--- src/rtl/calc_pkg.sv ---
// calc_pkg: opcode, flag index and sequencer state definitions for the calculator front end.
package calc_pkg;
    typedef enum logic [3:0] {
        OP_ADD  = 4'h0,
        OP_SUB  = 4'h1,
        OP_MUL  = 4'h2,
        OP_DIV  = 4'h3,
        OP_SHL  = 4'h4,
        OP_SHR  = 4'h5,
        OP_AND  = 4'h6,
        OP_OR   = 4'h7,
        OP_XOR  = 4'h8,
        OP_NXOR = 4'h9,
        OP_NAND = 4'hA,
        OP_NOR  = 4'hB
    } op_t;
    localparam int FLG_Z  = 0;
    localparam int FLG_C  = 1;
    localparam int FLG_OV = 2;
    localparam int FLG_BR = 3;
    typedef enum logic [2:0] {IDLE, GET_A, GET_B, EXEC, RESP} ctrl_state_t;
endpackage

--- src/rtl/calc_ctrl.sv ---
// calc_ctrl: collects opcode/A/B command bytes, drives the ALU and returns its result.
// Optional CALC_CTRL_OPCHECK_EN rejects unknown opcodes with an op_err pulse.
module calc_ctrl
    import calc_pkg::*;
#(
    parameter int TIMEOUT = 255
) (
    input  logic       clk,
    input  logic       rst,
    input  logic [7:0] in_data,
    input  logic       in_valid,
    output logic       in_ready,
    output logic [7:0] alu_a,
    output logic [7:0] alu_b,
    output logic [3:0] alu_sel,
    input  logic [7:0] alu_dout,
    input  logic [3:0] alu_flags,
    output logic [7:0] res_data,
    output logic [3:0] res_flags,
    output logic       res_valid,
    input  logic       res_ready,
    output logic       op_err,
    output logic       busy
);
    ctrl_state_t state, state_n;
    op_t         sel_q;
    logic [15:0] idle_cnt;
    logic        accept, gathering, timeout_hit, bad_op;
    assign accept      = in_valid && in_ready;
    assign gathering   = (state == GET_A) || (state == GET_B);
    assign timeout_hit = (TIMEOUT != 0) && gathering && !accept && (idle_cnt == 16'(TIMEOUT - 1));
    assign alu_sel     = sel_q;
    assign busy        = state != IDLE;
`ifdef CALC_CTRL_OPCHECK_EN
    logic bad_q;
    always_ff @(posedge clk or posedge rst)
        if (rst) bad_q <= 1'b0;
        else if (accept && state == IDLE) bad_q <= (in_data[7:4] != 4'h0) || (in_data[3:0] >= 4'hC);
    assign bad_op = bad_q;
    assign op_err = (state == EXEC) && bad_q;
`else
    assign bad_op = 1'b0;
    assign op_err = 1'b0;
`endif
    always_comb begin
        state_n = state;
        case (state)
            IDLE:    state_n = accept ? GET_A : IDLE;
            GET_A:   state_n = accept ? GET_B : (timeout_hit ? IDLE : GET_A);
            GET_B:   state_n = accept ? EXEC : (timeout_hit ? IDLE : GET_B);
            EXEC:    state_n = bad_op ? IDLE : RESP;
            RESP:    state_n = res_ready ? IDLE : RESP;
            default: state_n = IDLE;
        endcase
    end
    always_ff @(posedge clk or posedge rst) begin
        if (rst) begin
            state     <= IDLE;
            in_ready  <= 1'b0;
            sel_q     <= OP_ADD;
            alu_a     <= 8'h00;
            alu_b     <= 8'h00;
            res_data  <= 8'h00;
            res_flags <= 4'h0;
            res_valid <= 1'b0;
            idle_cnt  <= 16'h0;
        end else begin
            state    <= state_n;
            in_ready <= (state_n == IDLE) || (state_n == GET_A) || (state_n == GET_B);
            idle_cnt <= (accept || timeout_hit || !gathering) ? 16'h0 : idle_cnt + 16'h1;
            if (accept && state == IDLE) sel_q <= op_t'(in_data[3:0]);
            if (accept && state == GET_A) alu_a <= in_data;
            if (accept && state == GET_B) alu_b <= in_data;
            // Result registers change only in EXEC, so they hold steady through RESP.
            if (state == EXEC && !bad_op) begin
                res_data  <= alu_dout;
                res_flags <= alu_flags;
                res_valid <= 1'b1;
            end else if (res_valid && res_ready) begin
                res_valid <= 1'b0;
            end
        end
    end
endmodule

--- config.mk ---
export PLATFORM = sky130hd
export DESIGN_NAME = calc_ctrl
export DESIGN_NICKNAME = d
export VERILOG_FILES = /design/src/rtl/calc_pkg.sv /design/src/rtl/calc_ctrl.sv
export SDC_FILE = /design/constraint.sdc
export NUM_CORES = 1
export LEC_CHECK = 0
export BUFFER_PORTS_ARGS = -buffer_cell sky130_fd_sc_hd__buf_2
export CELL_PAD_IN_SITES_DETAIL_PLACEMENT = 0
export CELL_PAD_IN_SITES_GLOBAL_PLACEMENT = 1
export CORE_ASPECT_RATIO = 0.8
export CORE_MARGIN = 10
export CORE_UTILIZATION = 45
export DETAILED_ROUTE_END_ITERATION = 10
export GPL_TIMING_DRIVEN = 1
export PLACE_DENSITY = 0.84
export RECOVER_POWER = 25
export SYNTH_ARGS = -nofsm -noshare
export SYNTH_HDL_FRONTEND = slang
export SYNTH_SLANG_ARGS = --single-unit
--- constraint.sdc ---
create_clock -name clk -period 4 [get_ports clk]
set_clock_uncertainty 0.2 [all_clocks]
set_input_delay 1.2 -clock clk [delete_from_list [all_inputs] [get_ports clk]]
set_output_delay 1.2 -clock clk [all_outputs]
set_load 0.1 [all_outputs]
==> metrics.yaml <==
placed_design:
  place_area_um2: 2680
  place_inst: 293
  port_buffers: 58
  place_worst_setup_slack_ns: 1.46
  gp_congestion: 0.755
  dp_hpwl_mm: 3.54
synthesis:
  synth_flop_cell: "dfrtp_1"
  synth_most_common_cell: "dfrtp_1"
  yosys.area.top_type: "dfrtp_1"
  yosysWarningCount: 0
  ys_seq_area_frac: 0.566
  async_flop_share: 1.00
  netlist_instances: 177
  synth_fp_nets: 203
  synth_seq_cells: 53
  synth_cell_types: 36
  postSynthAreaPerCell_um2: 13.2
  synthTopCellsByArea: "dfrtp_1, mux2_2, xnor2_1"
  synth_top_area_frac: 0.566
  syn_area_um2: 2340
  synth-edff-count: 0
  ys_top_cells_by_count: "dfrtp_1, mux2_2, nor2_2, nor2_1, xnor2_1"
clock_network:
  cts_tree: "yes"
  cts_hold_buf: 0
  root_buffer: "clkbuf_8"
  cts.sinks: 53
  path_clk_slew_ns: 0.10
  clockBufferDepth: 2
  postCtsSetupBuffers: 0
  cts_max_level: 2
  cts_made_buffers: 5
  clock_latency_ns: 0.31
  postCtsResizedCells: 0
detailed_routing:
  vias: 1480
  routed_wl_mm: 4.62
  firstDrtPassIters: 4
  drc_errors: 0
  drt-wirelength-per-cell_um: 15.4
  first_iter_violations: 52
  routed_via_density: 4.92
  postRouteAntennaNets: 0
sta:
  layout_setup_ws_ns: 1.17
  tns_ns: 0
  grt_setup_unrepaired: "no"
  final.min_clock_period_ns: 2.83
  fmax_mhz: 354
  setup_violations: 0
  hold_violations: 0
  worst_pin_slew_ns: 0.705
  maxSlewViolCount: 0
  period_share: 0.707
  slew_headroom: 0.529
die:
  initial_core_util: 0.465
  die-area_um2: 8510
  core_area_um2: 5040
  fp.dieH_um: 84.5
  ios: 60
  die_w_um: 101
  rows: 23
critical_path:
  worstPathCellList: "nor2_1 -> nand2_1 -> buf_2"
  cp_top_family: "flip-flops"
  cp-start-kind: "flip-flop"
  critPathMaxStageDelay_ns: 0.52
  crit_path_end_kind: "primary output"
  slowest_stage: "dfrtp_1"
  setup.worst_path.class: "reg2out"
  crit_buf_inv: 1
  cp.required_ns: 2.60
  crit_fanout: 8
  critPathArrivalTime_ns: 1.43
final_layout:
  drive_above_1_share: 0.494
  finalNetCount: 264
  areaGrowthSynthToFinish_pct: 18.1
  final_cells: 301
  final_area_um2: 2770
  n_antenna_cell: 0
worst_hold_path:
  hp-class: "reg2reg"
global_routing:
  grt_pass1_wl_mm: 7.76
  track_usage: 0.111
  antenna_found_initial: 0
  grt_max_degree: 36
  overflow: 0
  grt_pass1_vias: 1531
outcome:
  status: "finished clean"
job:
  cap_viol_max_count: 0
==> layer usage <==
layer  vias to the layer above  part of all wire  track usage
met5                         -                 0            0
met4                         0            0.0037       0.0231
met3                         2             0.066       0.0459
met2                        34              0.47        0.167
met1                       720              0.46        0.146
li1                        724                 -            -
==> area by class of cell <==
class                           instances  area, µm²
Tap cell                               62       77.6
Multi-Input combinational cell        114        947
Timing Repair Buffer                   59        297
Clock inverter                          2       16.3
Clock buffer                            6       82.6
Inverter                                5       18.8
Fill cell                             443       2270
Sequential cell                        53       1330
==> cells in the final DEF, fill, tap and decap left out, types with 2 or more instances in the layout <==
cell type  Yosys  final
ha_1           2      2
nor2_1        10     10
nor4_2         3      3
dfrtp_1       53     53
nand4_4        2      2
xor2_1         5      5
nor2_2        11     11
buf_2          2     57
clkbuf_8       0      6
xnor2_1       10     10
nand2_1        9      9
nand4_1        3      3
mux2_2        30     30
nand3_1        4      4
mux2_1         2      2
nor2b_1        2      2
nor3_1         4      4
inv_1          5      5
and4_1         2      2
==> logic make-up after synthesis <==
family / after synthesis / share of synthesized area
AOI/OAI and AO/OA: 4 / 0.0101
xor gates and xnor gates: 15 / 0.0561
adders and majority gates: 2 / 0.0107
buffers and inverters: 10 / 0.0240
DFF: 53 / 0.566
muxes: 32 / 0.154
other: 1 / 0.00160
and+or+nand+nor: 60 / 0.177
==> per-stage QoR <==
step	utilization	hold WS (ns)
floorplan	-	0.286
global placement	0.532	0.272
detailed placement	0.532	0.276
CTS	0.552	0.297
global route	0.549	0.315
finish	0.549	0.293
==> worst register-to-register path, cell delays in order, from the launching register on <==
cell     delay [ns]
dfrtp_1        0.46
inv_1          0.08
ha_1           0.17
nor4b_1        0.23
nand4_1        0.21
nand2_2        0.40
nor2_1         0.10
==> registers in the layout (all words and copies together), names as in the netlist <==
register and count:
res_data 8, in_ready 1, alu_sel 4, state 3
idle_cnt 16, alu_b 8, alu_a 8, res_valid 1
res_flags 4
==> worst paths after layout <==
check / start / end / slack (ns) / cells after the start
setup / recovery: state[2] / busy / 1.17 / 3
hold / removal: res_data[1] / res_data[1] / 0.29 / 1
setup reg to reg: idle_cnt[0] / idle_cnt[3] / 2.04 / 6
hold reg to reg: res_data[1] / res_data[1] / 0.29 / 1
max in group asynchronous: rst / res_data[7] / 1.90 / 3
min in group asynchronous: rst / idle_cnt[5] / 0.79 / 2
Power is not shown: default switching activity piles up to over one toggle a cycle in this logic, so the estimate is an artifact.
